**config.mk**
```make
export PLATFORM = sky130hd
export DESIGN_NAME = div_unit
export DESIGN_NICKNAME = d
export VERILOG_FILES = /design/src/rtl/div_pkg.sv /design/src/rtl/div_sign_fix.sv /design/src/rtl/div_unit.sv
export SDC_FILE = /design/constraint.sdc
export NUM_CORES = 1
export LEC_CHECK = 0
export BUFFER_PORTS_ARGS = -buffer_cell sky130_fd_sc_hd__buf_2
export CAP_MARGIN = 10
export CORE_AREA = 2 2 163 165
export DETAILED_ROUTE_END_ITERATION = 10
export DIE_AREA = 0 0 165 167
export HOLD_SLACK_MARGIN = 0.15
export SLEW_MARGIN = 20
export SYNTH_ARGS = -nofsm -noshare
export SYNTH_HDL_FRONTEND = slang
export SYNTH_SLANG_ARGS = --single-unit
```
**constraint.sdc**
```tcl
create_clock -name i_clk -period 10.1 [get_ports i_clk]
set_input_delay 1.515 -clock i_clk [delete_from_list [all_inputs] [get_ports i_clk]]
set_output_delay 1.515 -clock i_clk [all_outputs]
set_load 0.02 [all_outputs]
```
**src/rtl/div_pkg.sv**
```systemverilog
// Shared types and constants for the RV32M divide/remainder unit.
package div_pkg;

  typedef enum logic [1:0] {
    DIV  = 2'b00,
    DIVU = 2'b01,
    REM  = 2'b10,
    REMU = 2'b11
  } div_op_e;

  typedef enum logic [1:0] {
    IDLE,
    CALC,
    DONE
  } div_state_e;

  localparam int unsigned DIV_ITER = 32;
  localparam int unsigned CNT_W    = $clog2(DIV_ITER);

  function automatic logic op_is_signed(div_op_e op);
    return (op == DIV) || (op == REM);
  endfunction

  function automatic logic op_is_rem(div_op_e op);
    return (op == REM) || (op == REMU);
  endfunction

endpackage

```
**src/rtl/div_sign_fix.sv**
```systemverilog
// Combinational sign handling: operand magnitudes at accept, result
// negation when the last quotient bit is produced.
module div_sign_fix
  import div_pkg::*;
#(
  parameter int unsigned XLEN = 32
) (
  input  logic [1:0]      i_op,
  input  logic [XLEN-1:0] i_op_a,
  input  logic [XLEN-1:0] i_op_b,
  output logic [XLEN-1:0] o_abs_a,
  output logic [XLEN-1:0] o_abs_b,
  output logic            o_neg_quo,
  output logic            o_neg_rem,
  input  logic [1:0]      i_res_op,
  input  logic            i_res_neg_quo,
  input  logic            i_res_neg_rem,
  input  logic [XLEN-1:0] i_quo,
  input  logic [XLEN-1:0] i_rem,
  output logic [XLEN-1:0] o_result
);

  logic            a_neg;
  logic            b_neg;
  logic            res_neg;
  logic [XLEN-1:0] res_sel;

  always_comb begin
    a_neg     = op_is_signed(div_op_e'(i_op)) & i_op_a[XLEN-1];
    b_neg     = op_is_signed(div_op_e'(i_op)) & i_op_b[XLEN-1];
    // Negating 0x80000000 yields 0x80000000, which is the correct unsigned magnitude.
    o_abs_a   = a_neg ? -i_op_a : i_op_a;
    o_abs_b   = b_neg ? -i_op_b : i_op_b;
    o_neg_quo = a_neg ^ b_neg;
    o_neg_rem = a_neg;

    if (op_is_rem(div_op_e'(i_res_op))) begin
      res_sel = i_rem;
      res_neg = i_res_neg_rem;
    end else begin
      res_sel = i_quo;
      res_neg = i_res_neg_quo;
    end
    o_result = res_neg ? -res_sel : res_sel;
  end

endmodule

```
**src/rtl/div_unit.sv**
```systemverilog
// Multi-cycle RV32M DIV/DIVU/REM/REMU unit: radix-2 restoring division,
// one quotient bit per cycle, valid/ready request and response channels.
module div_unit
  import div_pkg::*;
#(
  parameter int unsigned XLEN = 32
) (
  input  logic            i_clk,
  input  logic            i_reset,
  input  logic            i_req_valid,
  output logic            o_req_ready,
  input  logic [XLEN-1:0] i_op_a,
  input  logic [XLEN-1:0] i_op_b,
  input  logic [1:0]      i_div_op,
  output logic            o_rsp_valid,
  input  logic            i_rsp_ready,
  output logic [XLEN-1:0] o_div_data,
  output logic            o_busy
);

  localparam logic [XLEN-1:0] INT_MIN = {1'b1, {(XLEN-1){1'b0}}};

  div_state_e       state_q, state_d;
  logic [CNT_W-1:0] cnt_q, cnt_d;
  logic [XLEN-1:0]  rem_q, rem_d;
  logic [XLEN-1:0]  quo_q, quo_d;
  logic [XLEN-1:0]  dvs_q, dvs_d;
  div_op_e          op_q, op_d;
  logic             neg_quo_q, neg_quo_d;
  logic             neg_rem_q, neg_rem_d;
  logic [XLEN-1:0]  res_q, res_d;

  logic [XLEN-1:0]  abs_a, abs_b;
  logic             in_neg_quo, in_neg_rem;
  logic [XLEN-1:0]  fix_result;

  logic [XLEN:0]    rem_sh;
  logic [XLEN:0]    trial;
  logic             trial_ge;
  logic [XLEN-1:0]  rem_it, quo_it;
  logic             accept;
  logic             div_by_zero;
  logic             overflow;

  div_sign_fix #(
    .XLEN(XLEN)
  ) u_sign_fix (
    .i_op         (i_div_op),
    .i_op_a       (i_op_a),
    .i_op_b       (i_op_b),
    .o_abs_a      (abs_a),
    .o_abs_b      (abs_b),
    .o_neg_quo    (in_neg_quo),
    .o_neg_rem    (in_neg_rem),
    .i_res_op     (op_q),
    .i_res_neg_quo(neg_quo_q),
    .i_res_neg_rem(neg_rem_q),
    .i_quo        (quo_it),
    .i_rem        (rem_it),
    .o_result     (fix_result)
  );

  always_comb begin
    rem_sh   = {rem_q, quo_q[XLEN-1]};
    trial    = rem_sh - {1'b0, dvs_q};
    trial_ge = ~trial[XLEN];
    rem_it   = trial_ge ? trial[XLEN-1:0] : rem_sh[XLEN-1:0];
    quo_it   = {quo_q[XLEN-2:0], trial_ge};

    accept      = i_req_valid & (state_q == IDLE);
    div_by_zero = (i_op_b == '0);
    overflow    = op_is_signed(div_op_e'(i_div_op)) & (i_op_a == INT_MIN) & (i_op_b == '1);
  end

  always_comb begin
    state_d   = state_q;
    cnt_d     = cnt_q;
    rem_d     = rem_q;
    quo_d     = quo_q;
    dvs_d     = dvs_q;
    op_d      = op_q;
    neg_quo_d = neg_quo_q;
    neg_rem_d = neg_rem_q;
    res_d     = res_q;

    unique case (state_q)
      IDLE: begin
        if (accept) begin
          op_d = div_op_e'(i_div_op);
          if (div_by_zero) begin
            res_d   = op_is_rem(div_op_e'(i_div_op)) ? i_op_a : '1;
            state_d = DONE;
          end else if (overflow) begin
            res_d   = op_is_rem(div_op_e'(i_div_op)) ? '0 : INT_MIN;
            state_d = DONE;
          end else begin
            rem_d     = '0;
            quo_d     = abs_a;
            dvs_d     = abs_b;
            neg_quo_d = in_neg_quo;
            neg_rem_d = in_neg_rem;
            cnt_d     = '0;
            state_d   = CALC;
          end
        end
      end
      CALC: begin
        rem_d = rem_it;
        quo_d = quo_it;
        cnt_d = cnt_q + CNT_W'(1);
        // Sign fix-up is applied to the final iteration's values on the same edge.
        if (cnt_q == CNT_W'(DIV_ITER - 1)) begin
          res_d   = fix_result;
          state_d = DONE;
        end
      end
      DONE: begin
        if (i_rsp_ready) begin
          res_d   = '0;
          state_d = IDLE;
        end
      end
      default: state_d = IDLE;
    endcase
  end

  always_ff @(posedge i_clk or posedge i_reset) begin
    if (i_reset) begin
      state_q   <= IDLE;
      cnt_q     <= '0;
      rem_q     <= '0;
      quo_q     <= '0;
      dvs_q     <= '0;
      op_q      <= DIV;
      neg_quo_q <= 1'b0;
      neg_rem_q <= 1'b0;
      res_q     <= '0;
    end else begin
      state_q   <= state_d;
      cnt_q     <= cnt_d;
      rem_q     <= rem_d;
      quo_q     <= quo_d;
      dvs_q     <= dvs_d;
      op_q      <= op_d;
      neg_quo_q <= neg_quo_d;
      neg_rem_q <= neg_rem_d;
      res_q     <= res_d;
    end
  end

  assign o_req_ready = (state_q == IDLE);
  assign o_rsp_valid = (state_q == DONE);
  assign o_busy      = (state_q != IDLE);
  assign o_div_data  = (state_q == DONE) ? res_q : '0;

endmodule

```
==> impl_results.md <==
- Boundary Pins: between 100 and 150
- Antenna violations before repair: 0
- Layout cells sized above 1: between 10% and 20%
- Dpl cell area: 12200 um2
- Fin crit period: 5.32 ns
- Seq/Total Area, Yosys: 30.1%
- PortBufs: 104
- WL final: 35200 um
- CTS Sinks: 138
- Seq pwr share: 27.0%
- Number of synthesized flops with an enable pin: 0
- Clock Latency Late Sink: 0.43 ns
- GRT Total Usage: between 20% and 30%
- #FFs+latches synth: 138
- Final cell count without fillers: 1893
- Least-Margin Pin Slew: 1.07 ns
- Worst EP required: roughly 10 ns
- Simple-gate share of the synthesized area: 23.2%
- First-pass GRT wire length: 55800 um
- Dpl ws: 4.44 ns
- Largest family of logic cells by synthesized area: compound AO/OA/AOI/OAI gates
- Post_cts resized: 0
- Post-synthesis cell count: 1494
- # setup viols final: 0
- Via density: 5.87
- Clock power frac: 18.3%
- Final Max Tran Viols: 0
- Area growth, synth to finish: 11.0%
- Cell Pwr Density: between 200 and 300 nW/um2
- Max stage delay on crit path: 0.47 ns
- Final worst slack: around 4.8 ns
- Crit Path Max Fanout: 36
- Cell leakage power: around 5.4 nW
- GRT overflow: 0
- Top FF cell, synth: dfrtp_1
- Multiplexer area fraction after synthesis: 3.12%
- H-tree Lvls: 4
- Root Driver: clkbuf_16
- Fmax: 188 MHz
- Combinational power share: 54.7%
- CTS clock-pin slew for the worst setup and hold paths: 0.06 ns
- Final ANT Viol Nets: 0
- Startpoint Class: register
- Setup Fix Bufs, Post-CTS: 0
- Max-cap viol count: 0
- Synth Area in XOR/XNOR: 7.95%
- Internal Power: 0.00171 W
- Final hold viol count: 0
- Clk buf depth: 2
- Full die area: between 20000 and 30000 um2
- RSZ-0062 raised after global routing: no
- Routability cong.: around 0.91
- Critical path buffers and inverters: 1
- Status: finished, final reports clean
- Largest net degree at the start of global routing: 90
- Chip height: 167 um
- Slowest-stage cell, CP: nor4_4
- Met1 usage: 38.0%
- DR pass1 iterations: 7
- Worst IR drop on VDD: 0.127 mV
- Routed len/inst: 18.6 um
- Kind of critical path: reg -> reg
- Core footprint: between 20000 and 30000 um2
- Syn_nets: 1607
- Hold Path Class: reg -> reg
- Row cnt: slightly below 60
- Max Clock Skew: between 0.009 and 0.01 ns
- Top delay family on crit path: compound AO/OA/AOI/OAI gates
- Initial drt markers: about 1100
- Synth async-reset ratio: 100%
- Ant diodes: 0
- Crit. End Element: register
- Die W: 165 um
- Via count: 11111
- Met2 Use GR: 39.2%
- CP cell instances: ha_1 > a21oi_1 > o21ai_1 > nor2_1 > o21ai_0 > o211ai_4 > buf_4 > o21ai_0 > mux2i_1 > ha_1 > nand2_1 > o41ai_1 > a21oi_1 > nor4_4 > nand4_1 > nor3_1 > mux2i_1 > o221ai_1
- Post-Syn Area per Cell: 7.67 um2
- R2R Setup Slk: 4.78 ns
- Hold_buf cts: 0
- M3 GR Usage: under 10%
- Initial Util: 44.5%
- Rel. slew slack: 28.7%
- Vias in the first global route: 10058
- Compound-gate portion of the synthesized area: 25.5%
- Placed cells: 1861
- CP arrival: 5.61 ns
- Yosys warnings: 0
- Synthesized-area fraction occupied by adder cells: 4.76%
- Area contributors post-synth: dfrtp_1 30%, o21ai_0 6.5%, nand2_1 6.4%, a21oi_1 5.6%, nor2_1 4.9%
- DRC: 0
- Most Crowded Layer GR: met2
- CTS tree: built
- Switch share: around 48%
- Layout net count: 1658
- Share of the synthesized area in the top cell type: a little under a third
- Number of CTS-inserted buffers: 17
- Final Cell Area: 12700 um2
- Post-synth top area cell: dfrtp_1
- P_sw: 0.00158 W
- Unique masters post-synth: 84
- Final period util: 52.7%
- Setup_tns: 0 ns
- Dpl hpwl: 26900 um
- Syn Std Cell Area: 11500 um2
==> cell usage after synthesis (all sizes together), types with 8 or more instances <==
library cell / number
nand2: 194
o21ai: 156
nor2: 151
dfrtp: 138
a21oi: 129
inv: 64
clkbuf: 62
xnor2: 61
and2: 45
xor2: 43
ha: 42
a31oi: 33
nor3: 31
buf: 24
mux2i: 23
o31ai: 23
nand3: 22
nand4: 19
or3: 16
nor4: 15
o221ai: 15
nand2b: 14
o41ai: 14
mux2: 11
o22ai: 11
o211ai: 10
a21o: 9
and3: 9
nor2b: 9
o21a: 9
a22o: 8
or2: 8
==> metrics by stage <==
step           total power, W  utilization (%)  hold slack (ns)
2_1_floorplan         0.00221                -            0.442
4_1_cts               0.00329             49.4            0.478
3_5_place_dp          0.00268             47.2            0.464
3_3_place_gp          0.00265             47.2            0.459
5_1_grt               0.00355             49.4            0.509
6_report              0.00329             49.4            0.468
==> per-layer routing <==
| layer | wire (um) | vias to the layer above |
|---|---|---|
| met1 | 16700 | 5211 |
| li1 | - | 5459 |
| met4 | 694 | 0 |
| met3 | 2370 | 50 |
| met2 | 15400 | 391 |
| met5 | 0 | - |
==> cell families after synthesis <==
kind of cell / after synthesis
AND/OR/NAND/NOR: 555
AO/OA/AOI/OAI: 470
XOR/XNOR: 104
multiplexers: 34
flip-flops: 138
adder cells (fa/ha/maj): 43
buffers and inverters: 150
==> power groups by stage <==
stage | sequential (W) | combinational (W) | clock [W]
after floorplan | 0.000838 | 0.00137 | 0
after global placement | 0.000890 | 0.00176 | 0
after detailed placement | 0.000895 | 0.00178 | 0
after CTS | 0.000886 | 0.00179 | 0.000615
after global routing | 0.000909 | 0.00201 | 0.000639
final | 0.000887 | 0.00180 | 0.000603
==> worst min-delay path, stage by stage, from the launching register on <==
cell and delay, ns:
dfrtp_1 0.33, nand2_1 0.04, o21ai_0 0.06
==> cell type report <==
cell class | count | area [um2]
fillers | 2572 | 13000
well taps | 335 | 419
inverters | 64 | 245
multi-input cells | 1206 | 7420
clock inverters | 14 | 125
flip-flops and latches | 138 | 3450
repair buffers | 118 | 626
clock buffers | 18 | 429
==> path summary, 6_finish.rpt <==
check,from,endpoint,cells after the start
hold / removal,res_q[0],res_q[0],2
hold reg to reg,res_q[0],res_q[0],2
min in group asynchronous,i_reset,res_q[29],2
setup reg to reg,rem_q[16],res_q[28],18
setup / recovery,rem_q[16],res_q[28],18
max in group asynchronous,i_reset,op_q[1],3
==> state kept, by name (all words and copies together), names as in the netlist <==
| register | count |
|---|---|
| rem_q | 32 |
| neg_rem_q | 1 |
| cnt_q | 5 |
| quo_q | 32 |
| dvs_q | 32 |
| op_q | 1 |
| neg_quo_q | 1 |
| state_q | 2 |
| res_q | 32 |
==> cells in the final DEF, fill, tap and decap left out, drive strengths merged, types with 15 or more instances in the layout <==
cell and instances:
nor2 151, xnor2 61, buf 118, dfrtp 138, nor3 31, a31oi 33
nand2 194, a21oi 129, xor2 43, o221ai 15, mux2i 23, and2 45
or3 16, clkbuf 18, inv 66, nor4 15, nand3 22, nand4 19
o31ai 23, o21ai 156, ha 42
Power figures use the tool's default switching activity.
